File: config.mk
export PLATFORM = sky130hd
export DESIGN_NAME = ks_adder_pipe_flat
export DESIGN_NICKNAME = d
export VERILOG_FILES = /design/src/rtl/ks_adder_pipe_if.sv /design/src/rtl/ks_adder_pipe.sv /design/src/flat_wrapper.sv
export SDC_FILE = /design/constraint.sdc
export NUM_CORES = 1
export LEC_CHECK = 0
export ABC_AREA = 1
export BUFFER_PORTS_ARGS = -buffer_cell sky130_fd_sc_hd__buf_2
export CELL_PAD_IN_SITES_DETAIL_PLACEMENT = 1
export CELL_PAD_IN_SITES_GLOBAL_PLACEMENT = 1
export CORE_UTILIZATION = 45
export DETAILED_ROUTE_END_ITERATION = 6
export GPL_ROUTABILITY_DRIVEN = 0
export HOLD_SLACK_MARGIN = 0.05
export PLACE_DENSITY = 0.87
export SYNTH_ARGS = -nofsm -noshare
export SYNTH_HDL_FRONTEND = slang
export SYNTH_SLANG_ARGS = --single-unit
File: constraint.sdc
create_clock -name clk -period 2.05 [get_ports clk]
set_input_delay 0.5125 -clock clk [delete_from_list [all_inputs] [get_ports clk]]
set_output_delay 0.5125 -clock clk [all_outputs]
set_load 0.02 [all_outputs]
File: src/rtl/ks_adder_pipe_if.sv
// Operand/result handshake bundle for ks_adder_pipe.
// KSA_OVERFLOW_EN adds the signed-overflow flag ovf alongside sum.
interface ks_adder_pipe_if #(
  parameter int unsigned WIDTH = 16
);
  logic             in_valid;
  logic             in_ready;
  logic [WIDTH-1:0] A;
  logic [WIDTH-1:0] B;
  logic             cin;
  logic             sub;
  logic             out_valid;
  logic             out_ready;
  logic [WIDTH-1:0] sum;
  logic             cout;
`ifdef KSA_OVERFLOW_EN
  logic             ovf;
`endif

  modport master (
    output in_valid, A, B, cin, sub, out_ready,
`ifdef KSA_OVERFLOW_EN
    input  ovf,
`endif
    input  in_ready, out_valid, sum, cout
  );

  modport slave (
    input  in_valid, A, B, cin, sub, out_ready,
`ifdef KSA_OVERFLOW_EN
    output ovf,
`endif
    output in_ready, out_valid, sum, cout
  );
endinterface

File: src/rtl/ks_adder_pipe.sv
// Pipelined Kogge-Stone add/subtract with stall-all valid/ready flow control.
// Optional signed-overflow output enabled by defining KSA_OVERFLOW_EN.
module ks_adder_pipe #(
  parameter int unsigned WIDTH      = 16,
  parameter int unsigned PIPE_EVERY = 2
) (
  input  logic           clk,
  input  logic           rst,
  ks_adder_pipe_if.slave bus
);

  localparam int unsigned LEVELS = $clog2(WIDTH);
  localparam int unsigned NSTG   = (LEVELS + PIPE_EVERY - 1) / PIPE_EVERY;

  typedef struct packed {
    logic             v;
    logic [WIDTH-1:0] g;
    logic [WIDTH-1:0] pg;
    logic [WIDTH-1:0] p;
    logic             c;
`ifdef KSA_OVERFLOW_EN
    logic             a_msb;
    logic             b_msb;
`endif
  } stage_t;

  stage_t           in_stage;
  stage_t           st_q [NSTG];
  stage_t           grp  [NSTG];
  logic             advance;
  logic             out_valid_q;
  logic [WIDTH-1:0] sum_q;
  logic [WIDTH-1:0] sum_c;
  logic [WIDTH-1:0] carry_c;
  logic             cout_q;
  logic             cout_c;
`ifdef KSA_OVERFLOW_EN
  logic             ovf_q;
  logic             ovf_c;
`endif

  assign advance      = !out_valid_q || bus.out_ready;
  assign bus.in_ready = advance && !rst;

  // Operand conditioning; carry-in is folded into bit 0 so the prefix tree yields carries directly.
  always_comb begin : input_stage
    logic [WIDTH-1:0] b_eff;
    logic             c_eff;
    b_eff          = bus.sub ? ~bus.B : bus.B;
    c_eff          = bus.sub | bus.cin;
    in_stage       = '0;
    in_stage.v     = bus.in_valid;
    in_stage.p     = bus.A ^ b_eff;
    in_stage.g     = bus.A & b_eff;
    in_stage.g[0]  = in_stage.g[0] | (in_stage.p[0] & c_eff);
    in_stage.pg    = in_stage.p;
    in_stage.pg[0] = 1'b0;
    in_stage.c     = c_eff;
`ifdef KSA_OVERFLOW_EN
    in_stage.a_msb = bus.A[WIDTH-1];
    in_stage.b_msb = b_eff[WIDTH-1];
`endif
  end

  // Each register group applies up to PIPE_EVERY prefix levels of span 2^k.
  always_comb begin : prefix
    logic [WIDTH-1:0] g, pg, gn, pn;
    int unsigned      span;
    g    = '0;
    pg   = '0;
    gn   = '0;
    pn   = '0;
    span = 0;
    for (int unsigned j = 0; j < NSTG; j++) begin
      g  = st_q[j].g;
      pg = st_q[j].pg;
      for (int unsigned k = j * PIPE_EVERY; k < (j + 1) * PIPE_EVERY; k++) begin
        if (k < LEVELS) begin
          span = 32'd1 << k;
          gn   = g;
          pn   = pg;
          for (int unsigned i = 0; i < WIDTH; i++) begin
            if (i >= span) begin
              gn[i] = g[i] | (pg[i] & g[i-span]);
              pn[i] = pg[i] & pg[i-span];
            end
          end
          g  = gn;
          pg = pn;
        end
      end
      grp[j]    = st_q[j];
      grp[j].g  = g;
      grp[j].pg = pg;
    end
  end

  always_comb begin : result
    carry_c = {grp[NSTG-1].g[WIDTH-2:0], grp[NSTG-1].c};
    sum_c   = grp[NSTG-1].p ^ carry_c;
    cout_c  = grp[NSTG-1].g[WIDTH-1];
`ifdef KSA_OVERFLOW_EN
    ovf_c   = (grp[NSTG-1].a_msb == grp[NSTG-1].b_msb) && (sum_c[WIDTH-1] != grp[NSTG-1].a_msb);
`endif
  end

  // Whole pipe advances together; reset drops every in-flight beat.
  always_ff @(posedge clk) begin
    if (rst) begin
      for (int unsigned j = 0; j < NSTG; j++) st_q[j].v <= 1'b0;
      out_valid_q <= 1'b0;
      sum_q       <= '0;
      cout_q      <= 1'b0;
`ifdef KSA_OVERFLOW_EN
      ovf_q       <= 1'b0;
`endif
    end else if (advance) begin
      st_q[0] <= in_stage;
      for (int unsigned j = 1; j < NSTG; j++) st_q[j] <= grp[j-1];
      out_valid_q <= grp[NSTG-1].v;
      sum_q       <= sum_c;
      cout_q      <= cout_c;
`ifdef KSA_OVERFLOW_EN
      ovf_q       <= ovf_c;
`endif
    end
  end

  assign bus.out_valid = out_valid_q;
  assign bus.sum       = sum_q;
  assign bus.cout      = cout_q;
`ifdef KSA_OVERFLOW_EN
  assign bus.ovf       = ovf_q;
`endif

endmodule

File: src/flat_wrapper.sv
// flat-port wrapper written by rule: the top's interface ports become plain ports
module ks_adder_pipe_flat 
#(
  parameter int unsigned WIDTH      = 16,
  parameter int unsigned PIPE_EVERY = 2
)
  (clk, rst, bus_in_valid, bus_A, bus_B, bus_cin, bus_sub, bus_out_ready, bus_in_ready, bus_out_valid, bus_sum, bus_cout);
  ks_adder_pipe_if #(.WIDTH(WIDTH)) bus_i ();
  input  logic clk;
  input  logic rst;
  input wire logic [$bits(bus_i.in_valid)-1:0] bus_in_valid;
  input wire logic [$bits(bus_i.A)-1:0] bus_A;
  input wire logic [$bits(bus_i.B)-1:0] bus_B;
  input wire logic [$bits(bus_i.cin)-1:0] bus_cin;
  input wire logic [$bits(bus_i.sub)-1:0] bus_sub;
  input wire logic [$bits(bus_i.out_ready)-1:0] bus_out_ready;
  output wire logic [$bits(bus_i.in_ready)-1:0] bus_in_ready;
  output wire logic [$bits(bus_i.out_valid)-1:0] bus_out_valid;
  output wire logic [$bits(bus_i.sum)-1:0] bus_sum;
  output wire logic [$bits(bus_i.cout)-1:0] bus_cout;
  assign bus_i.in_valid = bus_in_valid;
  assign bus_i.A = bus_A;
  assign bus_i.B = bus_B;
  assign bus_i.cin = bus_cin;
  assign bus_i.sub = bus_sub;
  assign bus_i.out_ready = bus_out_ready;
  assign bus_in_ready = bus_i.in_ready;
  assign bus_out_valid = bus_i.out_valid;
  assign bus_sum = bus_i.sum;
  assign bus_cout = bus_i.cout;
  ks_adder_pipe #(.WIDTH(WIDTH), .PIPE_EVERY(PIPE_EVERY)) u_core (.clk(clk), .rst(rst), .bus(bus_i));
endmodule
==> impl_metrics.sql <==
INSERT INTO impl_metrics (metric_group, metric, value, unit) VALUES
('outcome', 'run_status', 'complete, no violations', ''),
('cells_and_area', 'final_nets', '567', ''),
('cts', 'insertion_delay', '0.37', 'ns'),
('cts', 'cts_hold_buffers', '0', ''),
('setup_path', 'worst_reg2reg_path_startpoint', 'u_core.bus.out_valid$_SDFFE_PP0P_', ''),
('timing', 'grt_setup_unrepaired', 'no', ''),
('setup_path', 'critical_path.max_stage_delay', '0.31', 'ns'),
('detailed_routing', 'route.detailed.drc', '0', ''),
('yosys', 'ys_ff_latch', '98', ''),
('yosys', 'yosysSeqAreaShare', '60.0', '%'),
('timing', 'final.period_utilization', '85.1', '%'),
('pwr', 'post-layout-total-power', '4.37', 'mW'),
('setup_path', 'worstPathMaxFanout', '3', ''),
('job', 'max_cap_viol_count', '0', ''),
('yosys', 'synthesis.area', '4610', 'µm²'),
('detailed_routing', 'drt-vias-per-instance', '4.80', ''),
('die', 'initial_core_utilization', '46.7', '%'),
('yosys', 'netlist-cell-type-count', '26', ''),
('placed_design', 'io_buffers', '56', ''),
('yosys', 'synth.avg_cell_area', '10.2', 'µm²'),
('pwr', 'pwr-share-seq', '56.0', '%'),
('die', 'die_area', '10600', 'µm²'),
('cts', 'clock-sinks', '98', ''),
('pwr', 'power.net_switching', '1.13', 'mW'),
('placed_design', 'post_detailed_placement_cell_area', '5020', 'µm²'),
('detailed_routing', 'route.antenna.remaining_nets', '0', ''),
('global_route', 'grt_start_max_net_pins', '75', ''),
('setup_path', 'worst-setup-path-type', 'register to output port', ''),
('cts', 'cts-root-to-sink-buffers', '2', ''),
('global_route', 'met2_usage', '34.7', '%'),
('setup_path', 'critical_path_buf_inv_count', '2', ''),
('pwr', 'leakage', '2.32', 'nW'),
('cts', 'clk_pin_slew_worst_paths', '0.09', 'ns'),
('setup_path', 'slowest_stage', 'sky130_fd_sc_hd__dfxtp_1', ''),
('yosys', 'ys_dominant_reg_cell', 'sky130_fd_sc_hd__edfxtp_1', ''),
('setup_path', 'ff2ff_path_depth', '5', ''),
('setup_path', 'data_required_time_at_the_worst_endpoint', '1.54', 'ns'),
('setup_path', 'timing.rr.end', 'u_core.st_q[0][56]$_DFFE_PP_', ''),
('yosys', 'synth_cells', '453', ''),
('die', 'die_height', '103', 'µm'),
('cts', 'cts_repair_resize_count', '0', ''),
('cts', 'cts_inserted_buffers', '9', ''),
('timing', 'tightestPinTransition', '0.448', 'ns'),
('global_route', 'grt_first_pass_wirelength', '15400', 'µm'),
('detailed_routing', 'drt_wl_total', '9400', 'µm'),
('cells_and_area', 'utilization', '53.0', '%'),
('timing', 'totalNegativeSetupSlack', '0', 'ns'),
('timing', 'hold_viol', '0', ''),
('yosys', 'number_of_synthesized_flops_with_an_enable_pin', '80', ''),
('hold_path', 'holdCritPathClass', 'register to register', ''),
('timing', 'fmaxAchievable', '574', 'MHz'),
('setup_path', 'path_cells', 'inv_1, nor2_2, nor2_4, buf_2', ''),
('cts', 'cts_htree_levels', '3', ''),
('setup_path', 'kind_of_cell_adding_the_most_delay_to_the_critical_path', 'buffers and inverters', ''),
('global_route', 'grtUsageMet3', '3.25', '%'),
('setup_path', 'setup.worst_path.start', 'u_core.bus.out_valid$_SDFFE_PP0P_', ''),
('cells_and_area', 'filler_cell_count', '1132', ''),
('timing', 'clock_skew', '0.00727', 'ns'),
('die', 'io-pin-count', '57', ''),
('cells_and_area', 'final_cells', '651', ''),
('setup_path', 'worst_setup_path_end_kind', 'output port', ''),
('setup_path', 'endpoint', 'bus_in_ready', ''),
('yosys', 'synth_fp_nets', '507', ''),
('timing', 'worst_hold_margin', '0.453', 'ns'),
('cells_and_area', 'regArea', '2760', 'µm²'),
('timing', 'number_of_endpoints_failing_setup_at_the_final_stage', '0', ''),
('timing', 'finalWorstPathRequiredPeriod', '1.74', 'ns'),
('setup_path', 'timing.critical_path.from_type', 'register', ''),
('global_route', 'grt_pass1_vias', '3310', ''),
('die', 'fp.coreArea', '9860', 'µm²'),
('pwr', 'clockPowerShare', '30.0', '%');
[routing by layer]
metal / vias up / wire [µm]
met5: - / 0
met4: 0 / 232
met3: 18 / 327
met2: 73 / 4850
met1: 1467 / 3990
li1: 1564 / -
[placed cells by master, fill, tap and decap left out, drive strengths merged, types with 2 or more instances in the layout]
cell and n:
o21ai 13, nor3 2, clkbuf 14, dfxtp 18, ha 16, xor2 16, edfxtp 80, buf 61
a21oi 20, o21a 11, xnor2 5, inv 73, nand2 86, nor2 82, nand3 16
[cell type report]
class	instances	share of cell area, %
sequential	98	52.8
multi-input combinational	270	27.9
clock buffer	14	3.30
tap	133	3.18
inverter	73	5.29
timing repair buffer	61	6.80
clock inverter	2	0.670
[worst min-delay path, cell delays in order (launching register included)]
cell	delay [ns]
sky130_fd_sc_hd__dfxtp_1	0.32
sky130_fd_sc_hd__nand2_1	0.06
sky130_fd_sc_hd__nand2_1	0.04
[synth_stat cells (2+ instances only)]
library cell,count,area share (%)
sky130_fd_sc_hd__nand2_1,83,6.8
sky130_fd_sc_hd__edfxtp_1,80,52
sky130_fd_sc_hd__nor2_1,75,6.1
sky130_fd_sc_hd__inv_1,71,5.8
sky130_fd_sc_hd__a21oi_1,19,2.1
sky130_fd_sc_hd__dfxtp_1,18,7.8
sky130_fd_sc_hd__ha_1,16,4.3
sky130_fd_sc_hd__nand3_1,16,1.7
sky130_fd_sc_hd__xor2_1,16,3.0
sky130_fd_sc_hd__o21a_1,11,1.8
sky130_fd_sc_hd__o21ai_0,9,0.98
sky130_fd_sc_hd__buf_6,8,2.0
sky130_fd_sc_hd__nor2_4,5,1.2
sky130_fd_sc_hd__xnor2_1,5,0.95
sky130_fd_sc_hd__buf_4,4,0.65
sky130_fd_sc_hd__o21ai_2,4,0.76
sky130_fd_sc_hd__nand2_2,3,0.41
sky130_fd_sc_hd__nor2_2,2,0.27
[sequential cells by signal (all words and copies together) (netlist names)]
name                  flops
u_core.bus.sum           16
u_core.bus.out_valid      1
u_core.st_q              80
u_core.bus.cout           1
[power groups by stage]
stage / registers [mW] / logic, mW / clock network [mW]
global route: 2.47 / 0.699 / 1.39
detailed placement: 2.49 / 0.618 / 0
global placement: 2.48 / 0.577 / 0
CTS: 2.45 / 0.625 / 1.33
finish: 2.45 / 0.611 / 1.31
floorplan: 2.51 / 0.383 / 0
[worst min-delay path by stage]
stage | startpoint | end | slack (ns) | depth (start not counted)
after floorplan | u_core.st_q[0][99]$_SDFFCE_PN0P_ | u_core.bus.out_valid$_SDFFE_PP0P_ | 0.42 | 2
after global placement | u_core.st_q[0][99]$_SDFFCE_PN0P_ | u_core.bus.out_valid$_SDFFE_PP0P_ | 0.43 | 2
after detailed placement | u_core.st_q[0][99]$_SDFFCE_PN0P_ | u_core.bus.out_valid$_SDFFE_PP0P_ | 0.44 | 2
after CTS | bus_in_valid | u_core.st_q[0][49]$_SDFFCE_PN0P_ | 0.45 | 3
after global routing | bus_in_valid | u_core.st_q[0][49]$_SDFFCE_PN0P_ | 0.45 | 3
final | u_core.bus.sum[9]$_SDFFE_PP0P_ | u_core.bus.sum[9]$_SDFFE_PP0P_ | 0.45 | 2
[cell families (layout without fill, tap and decap cells)]
group                    count (synthesis)  after routing  synth area share (%)
XOR/XNOR                                21             21                  3.99
AO/OA/AOI/OAI                           44             44                  5.79
adder cells (fa/ha/maj)                 16             16                  4.35
buffers and inverters                   85            150                  8.61
flip-flops                              98             98                  60.0
AND/OR/NAND/NOR                        189            189                  17.3
Power figures use the tool's default switching activity.
